`src/rtl/fetch_buffer.sv`:
```
// rtl/fetch_buffer.sv - dual-issue IF-to-decode instruction queue; optional perf counters via FETCH_BUF_PERF_EN
`ifndef INST_NOP
`define INST_NOP 32'h03400000
`endif

module fetch_buffer #(
  parameter int DEPTH = 8,
  parameter int PTR_W = $clog2(DEPTH)
) (
  input  logic        clk,
  input  logic        rstn,
  input  logic        fetch_buf_flush,
  input  logic        if_valid,
  output logic        if_ready,
  input  logic        if_inst1_valid,
  input  logic [31:0] if_pc,
  input  logic [31:0] if_inst0,
  input  logic [31:0] if_inst1,
  output logic        fifo_valid,
  input  logic        fifo_ready,
  output logic        fifo_inst1_valid,
  output logic [31:0] inst0_o,
  output logic [31:0] inst1_o,
  output logic [31:0] pc0_o,
  output logic [31:0] pc1_o,
`ifdef FETCH_BUF_PERF_EN
  output logic [31:0] perf_full_cycles,
  output logic [31:0] perf_empty_cycles,
`endif
  output logic        fetch_buf_empty,
  output logic        fetch_buf_full
);

  localparam logic [PTR_W:0] READY_MAX = (PTR_W+1)'(DEPTH - 2);

  logic [31:0]    mem_pc   [DEPTH];
  logic [31:0]    mem_inst [DEPTH];
  logic [PTR_W-1:0] rd_ptr, wr_ptr, rd_ptr1, wr_ptr1;
  logic [PTR_W:0]   count;
  logic             push, pop;
  logic [1:0]       push_n, pop_n;

  assign rd_ptr1 = rd_ptr + PTR_W'(1);
  assign wr_ptr1 = wr_ptr + PTR_W'(1);

  // Ready looks only at the registered count; a same-cycle pop is never credited.
  assign if_ready         = (count <= READY_MAX);
  assign fetch_buf_full   = !if_ready;
  assign fetch_buf_empty  = (count == '0);
  assign fifo_valid       = (count != '0);
  assign fifo_inst1_valid = (count >= (PTR_W+1)'(2));

  assign push   = if_valid && if_ready && !fetch_buf_flush;
  assign pop    = fifo_valid && fifo_ready && !fetch_buf_flush;
  assign push_n = push ? (if_inst1_valid ? 2'd2 : 2'd1) : 2'd0;
  assign pop_n  = pop ? (fifo_inst1_valid ? 2'd2 : 2'd1) : 2'd0;

  assign inst0_o = fifo_valid       ? mem_inst[rd_ptr]  : `INST_NOP;
  assign pc0_o   = fifo_valid       ? mem_pc[rd_ptr]    : 32'd0;
  assign inst1_o = fifo_inst1_valid ? mem_inst[rd_ptr1] : `INST_NOP;
  assign pc1_o   = fifo_inst1_valid ? mem_pc[rd_ptr1]   : 32'd0;

  always_ff @(posedge clk) begin
    if (push) begin
      mem_pc[wr_ptr]   <= if_pc;
      mem_inst[wr_ptr] <= if_inst0;
      if (if_inst1_valid) begin
        mem_pc[wr_ptr1]   <= if_pc + 32'd4;
        mem_inst[wr_ptr1] <= if_inst1;
      end
    end
  end

  always_ff @(posedge clk or negedge rstn) begin
    if (!rstn) begin
      rd_ptr <= '0;
      wr_ptr <= '0;
      count  <= '0;
    end else if (fetch_buf_flush) begin
      rd_ptr <= '0;
      wr_ptr <= '0;
      count  <= '0;
    end else begin
      rd_ptr <= rd_ptr + PTR_W'(pop_n);
      wr_ptr <= wr_ptr + PTR_W'(push_n);
      count  <= count + (PTR_W+1)'(push_n) - (PTR_W+1)'(pop_n);
    end
  end

`ifdef FETCH_BUF_PERF_EN
  // Counters survive flush so stall statistics span mispredicts.
  always_ff @(posedge clk or negedge rstn) begin
    if (!rstn) begin
      perf_full_cycles  <= '0;
      perf_empty_cycles <= '0;
    end else begin
      if (if_valid && !if_ready)
        perf_full_cycles <= perf_full_cycles + 32'd1;
      if (fetch_buf_empty && !fetch_buf_flush)
        perf_empty_cycles <= perf_empty_cycles + 32'd1;
    end
  end
`endif

endmodule

```
`config.mk`:
```
export PLATFORM = sky130hd
export DESIGN_NAME = fetch_buffer
export DESIGN_NICKNAME = d
export VERILOG_FILES = /design/src/rtl/fetch_buffer.sv
export SDC_FILE = /design/constraint.sdc
export NUM_CORES = 1
export LEC_CHECK = 0
export BUFFER_PORTS_ARGS = -buffer_cell sky130_fd_sc_hd__buf_2
export CAP_MARGIN = 40
export CORE_MARGIN = 1
export CORE_UTILIZATION = 60
export CTS_CLUSTER_SIZE = 12
export DETAILED_ROUTE_END_ITERATION = 10
export PLACE_DENSITY = 0.79
export SYNTH_ARGS = -nofsm -noshare
export SYNTH_HDL_FRONTEND = slang
export SYNTH_SLANG_ARGS = --single-unit
```
`constraint.sdc`:
```
create_clock -name clk -period 9.2 [get_ports clk]
set_input_delay 1.38 -clock clk [delete_from_list [all_inputs] [get_ports clk]]
set_output_delay 1.38 -clock clk [all_outputs]
set_load 0.05 [all_outputs]
```
==> flow_summary.yaml, run 1 <==
run_status:
  status: "finished, final reports clean"
drt:
  drc: 0
  viasPerCell: 6.58
  wl_mm: 94.1
  wl_per_cell_um: 26.3
  dr_total_vias: 23500
  drt_first_pass_iters: 6
  ant_nets: 0
  drt-initial-drc-count: 3304
floorplanning:
  start_util_pct: 60.7
  rows: 83
  die-area_sq_um: 53000
  coreArea_sq_um: 51400
  die_width_um: 230
  die-height_um: 230
  io_pins: 235
sta:
  fin_tns_setup_ns: 0
  rsz0062_at_grt: "no"
  slew_headroom_pct: 25.6
  fin_crit_ns: 5.58
  worst_pin_slew_ns: 1.12
  fin_crit_sh_pct: 60.6
  slew_violations: 0
  hold_violations: 0
  setup_viol: 0
  clock.fmax_mhz: 179
  fin_skew_ns: 0.0191
clock_tree:
  clk-insertion-delay-late_ns: 0.61
  clock_tree.buffer_depth: 3
  htreeDepth: 2
  post_cts_resized: 0
  hold_buffers: 0
  cts_root_buffer: "clkbuf_16"
  numCtsBuffers: 55
  clk_pin_slew_worst_paths_ns: 0.06
  cts_setup_buffers: 0
  cts_num_sinks: 522
  cts_tree: "built"
logic_synthesis:
  synth.top_cell.area_share_pct: 49.2
  synthSimpleGateAreaFrac_pct: 16.7
  seq_area_frac_synth_pct: 50.0
  synth.most_common_cell: "nand2_1"
  synth_fa_ha_area_share_pct: 0.697
  synth_top_family_by_area: "multiplexers"
  synth_xor_area_share_pct: 6.70
  synth_nets: 2902
  synth_warnings: 0
  synth_area_leaders: "edfxtp_1, mux4_2, nand2_1"
  synth_area_per_cell_sq_um: 11.2
  synth-compound-area-share_pct: 1.22
  synth_edf_count: 512
  syn_inst: 2785
  syn_area_sq_um: 31200
  synth_cell_types: 46
  ys_async_sr_fraction_pct: 1.92
  post-synth-top-area-cell: "edfxtp_1"
  synth_commonest_cells: "nand2_1, edfxtp_1, mux4_2"
  synth.area.mux_share_pct: 20.5
  synth-main-ff-cell: "edfxtp_1"
  ys_seq_elements: 522
pwr:
  power.leakage_nw: 12.7
  power_density_nw_per_um2: 219
  ir_drop_uv: 156
  design_power_total_w: 0.00756
global_routing:
  overflow: 0
  grt_pass1_wl_mm: 140
  antenna_found_initial: 12
  grt_max_degree: 153
  grt_use_total_pct: 35.6
  grt_pass1_vias: 23500
flow_run:
  maxCapViolCount: 0
finish:
  final_area_sq_um: 34600
  layout-drive-gt1-share_pct: 22.8
  area_growth_pct: 10.8
  finalNetCount: 2967
  nFillCells: 3572
setup_path:
  critPathTopFamily: "buffers and inverters"
  required_ns: 7.82
  worstSetupPathType: "flop to primary output"
  crit_slowest_cell: "buf_4"
  start_kind: "flop"
  critPathCaptureType: "primary output"
  arrival_ns: 4.20
  path_max_fanout: 51
  cp_cell_sequence: "buf_12 -> ha_4 -> xor2_4 -> buf_4 -> nand2_1 -> a21oi_1 -> buf_2"
  cpPeakStageDelay_ns: 0.83
  cp.buffers_inverters: 3
place:
  hpwl_mm: 56.9
  port_buffers: 234
  dpl_cell_area_sq_um: 33000
  gp_congestion: 0.846
worst_hold_path:
  min_path_type: "primary input to async pin"
==> cell type report <==
class / count / area [sq um] / area share, %
inverters: 16 / 60.1 / 0.174
clock buffers: 76 / 1500 / 4.33
repair buffers: 291 / 1920 / 5.56
flip-flops and latches: 522 / 15600 / 45.2
diodes: 5 / 12.5 / 0.0361
well taps: 680 / 851 / 2.46
multi-input cells: 1964 / 14500 / 41.9
clock inverters: 21 / 124 / 0.358
==> per-layer routing <==
metal / track usage, % / part of all wire, % / vias to the layer above / routed length [um]
met4: 18.3 / 5.3 / 14 / 5010
met5: 0 / 0.096 / - / 90
met1: 45.7 / 34 / 11400 / 31600
met2: 57.0 / 48 / 1914 / 44800
li1: - / - / 9799 / -
met3: 8.26 / 13 / 392 / 12500
==> cells in the final DEF, fill, tap and decap left out, types with 9 or more instances in the layout <==
cell type | netlist | layout
nor3_1 | 11 | 10
xor2_1 | 143 | 142
ha_1 | 11 | 10
nand4_1 | 15 | 15
inv_1 | 15 | 15
buf_2 | 58 | 234
edfxtp_1 | 512 | 512
buf_16 | 0 | 9
nand2_1 | 1018 | 1018
buf_12 | 0 | 11
clkbuf_16 | 0 | 57
a21oi_1 | 62 | 62
clkbuf_1 | 134 | 19
clkinv_1 | 0 | 12
mux4_2 | 256 | 256
mux2i_1 | 64 | 64
buf_4 | 4 | 36
xnor2_1 | 96 | 95
nand3_1 | 16 | 16
nor2_1 | 203 | 200
==> final timing paths <==
path | slack [ns] | to | startpoint | depth (start not counted)
setup / recovery | 3.62 | inst1_o[13] | rd_ptr[1] | 7
hold / removal | 0.64 | count[0] | rstn | 1
setup reg to reg | 5.28 | count[3] | count[2] | 12
hold reg to reg | 0.76 | wr_ptr[0] | wr_ptr[0] | 2
max in group asynchronous | 8.31 | rd_ptr[1] | rstn | 1
min in group clk | 0.76 | wr_ptr[0] | wr_ptr[0] | 2
==> where the power goes <==
part | total, W | internal (W) | switching, W
clock | 0.00208 | 0.00115 | 0.000923
combinational | 0.00272 | 0.000740 | 0.00198
sequential | 0.00276 | 0.00271 | 0.0000568
total | 0.00756 | 0.00460 | 0.00296
==> per-stage QoR <==
step                      worst slack (ns)  hold WS, ns  utilization [%]  std cells
after floorplan                       1.58        0.612                -       2785
after global placement                4.37        0.700             63.3       3453
after detailed placement              4.38        0.731             64.2       3473
after CTS                             3.73        0.627             67.3       3570
after global routing                  3.55        0.648             67.3       3574
final                                 3.62        0.644             67.3       3575
==> flip-flops by register name, summed over array words and instances (netlist names) <==
| name | cells |
|---|---|
| mem_pc | 256 |
| rd_ptr | 3 |
| mem_inst | 256 |
| wr_ptr | 3 |
| count | 4 |
==> cell families after synthesis <==
group / Yosys count
AOI/OAI and AO/OA: 73
buffers and inverters: 299
muxes: 320
DFF: 522
and+or+nand+nor: 1317
adders and majority gates: 15
xor gates and xnor gates: 239
(Power assumes the default switching activity.)
==> run 2, diff against run 1 <==
clock period = 5.4 ns   (was 9.2 ns; I/O delays follow)
==> run 2 against run 1 <==
Compared with the run above:
- critical endpoint is now inst1_o[12]
- setup slack worse by 2.8 ns
- critical path type unchanged
- flip-flop and latch count unchanged
- largest power group unchanged
- non-clock buffer count down 2
==> flow_summary.yaml, run 2 (synthesized netlist as in run 1, its figures left out) <==
global_routing:
  grt_max_degree: 142
  overflow: 0
  antenna_found_initial: 8
  grt_pass1_wl_mm: 138
  grt_pass1_vias: 23600
  grt_use_total_pct: 34.6
finish:
  layout-drive-gt1-share_pct: 22.7
  area_growth_pct: 10.7
  layout_common_cells: "nand2_1, edfxtp_1, mux4_2, buf_2, nor2_1"
  final_common_cell: "nand2_1"
  finalNetCount: 2965
  final_area_sq_um: 34600
  post-route-util_pct: 67.3
  reg_top3: "mem_inst x256, mem_pc x256, count x4"
setup_path:
  cpPeakStageDelay_ns: 0.86
  path_max_fanout: 42
  r2r_slack_ns: 1.74
  critPathLaunch: "rd_ptr[1]"
  required_ns: 4.59
  worstSetupPathType: "flop to primary output"
  cp.buffers_inverters: 2
  arrival_ns: 3.75
  critPathTopFamily: "adder cells"
  crit_slowest_cell: "ha_4"
  cp_cell_sequence: "ha_4 -> buf_4 -> mux4_2 -> nand2_1 -> a21oi_1 -> buf_2"
  reg2reg_from: "count[3]"
  start_kind: "flop"
  critPathCaptureType: "primary output"
flow_run:
  maxCapViolCount: 0
drt:
  drc: 0
  viasPerCell: 6.52
  wl_mm: 90.9
  dr_total_vias: 23300
  drt-initial-drc-count: 3094
  wl_per_cell_um: 25.4
  ant_nets: 0
  drt_first_pass_iters: 6
pwr:
  design_power_total_w: 0.0129
  ir_drop_uv: 342
  power.leakage_nw: 12.6
  power_density_nw_per_um2: 374
sta:
  fin_crit_sh_pct: 84.5
  hold_violations: 0
  setup_viol: 0
  slew_headroom_pct: 24.5
  rsz0062_at_grt: "no"
  clock.fmax_mhz: 219
  worst_pin_slew_ns: 1.13
  fin_crit_ns: 4.56
  fin_skew_ns: 0.0121
  setup_slack_ns: 0.835
  fin_tns_setup_ns: 0
  slew_violations: 0
clock_tree:
  hold_buffers: 0
  post_cts_resized: 0
  clk-insertion-delay-late_ns: 0.62
  cts_root_buffer: "clkbuf_16"
  clock_tree.buffer_depth: 3
  htreeDepth: 2
  clk_pin_slew_worst_paths_ns: 0.06
  cts_tree: "built"
  cts_num_sinks: 522
  cts_setup_buffers: 0
  numCtsBuffers: 55
run_status:
  status: "finished, final reports clean"
floorplanning:
  die-height_um: 230
  rows: 83
  io_pins: 235
  start_util_pct: 60.7
  die_width_um: 230
  coreArea_sq_um: 51400
  die-area_sq_um: 53000
place:
  pre_cts_ws_ns: 1.43
  gp_congestion: 0.879
  dpl_cell_area_sq_um: 32900
  port_buffers: 234
  hpwl_mm: 55.6
worst_hold_path:
  min_path_type: "primary input to async pin"
==> run 2: changes by cell type in the layout (fill, tap and decap cells not counted), sizes merged <==
| cell | before | now |
|---|---|---|
| buf | 291 | 289 |
| clkbuf | 76 | 75 |
| clkinvlp | 2 | 0 |
| bufinv | 1 | 2 |
| clkinv | 18 | 22 |
| diode | 5 | 8 |
==> run 2: through the flow <==
step	std cells	hold WS (ns)
final	3578	0.0617
after global routing	3575	0.0706
after CTS	3570	0.0483
after detailed placement	3471	0.689
after global placement	3464	0.682
after floorplan	2785	0.514
==> run 2: area by class of cell <==
class                   count  area, sq um
multi-input cells        1964        14500
inverters                  16         60.1
clock buffers              75         1520
well taps                 680          851
diodes                      8         20.0
fillers                  3593        16800
repair buffers            289         1830
flip-flops and latches    522        15600
clock inverters            24          151
==> run 2: where the power goes <==
part / leakage [nW] / internal [W] / switching [W] / total, W
sequential: 4.76 / 0.00461 / 0.0000983 / 0.00471
clock: 0.814 / 0.00205 / 0.00159 / 0.00364
combinational: 7.06 / 0.00125 / 0.00333 / 0.00458
total: 12.6 / 0.00791 / 0.00502 / 0.0129
==> run 2: path summary, 6_finish.rpt <==
check / cells after the start / to
max in group asynchronous: 1 / rd_ptr[1]
setup reg to reg: 8 / mem_pc[7][21]
hold / removal: 1 / count[1]
setup / recovery: 6 / inst1_o[12]
hold reg to reg: 2 / wr_ptr[0]
min in group clk: 1 / mem_pc[7][0]
==> run 2: per-layer routing <==
metal / global-route usage (%) / part of all wire (%) / vias up
li1: - / - / 9809
met1: 44.6 / 34 / 11400
met2: 56.9 / 49 / 1805
met3: 5.96 / 12 / 318
met4: 17.3 / 5.0 / 0
met5: 0 / 0 / -
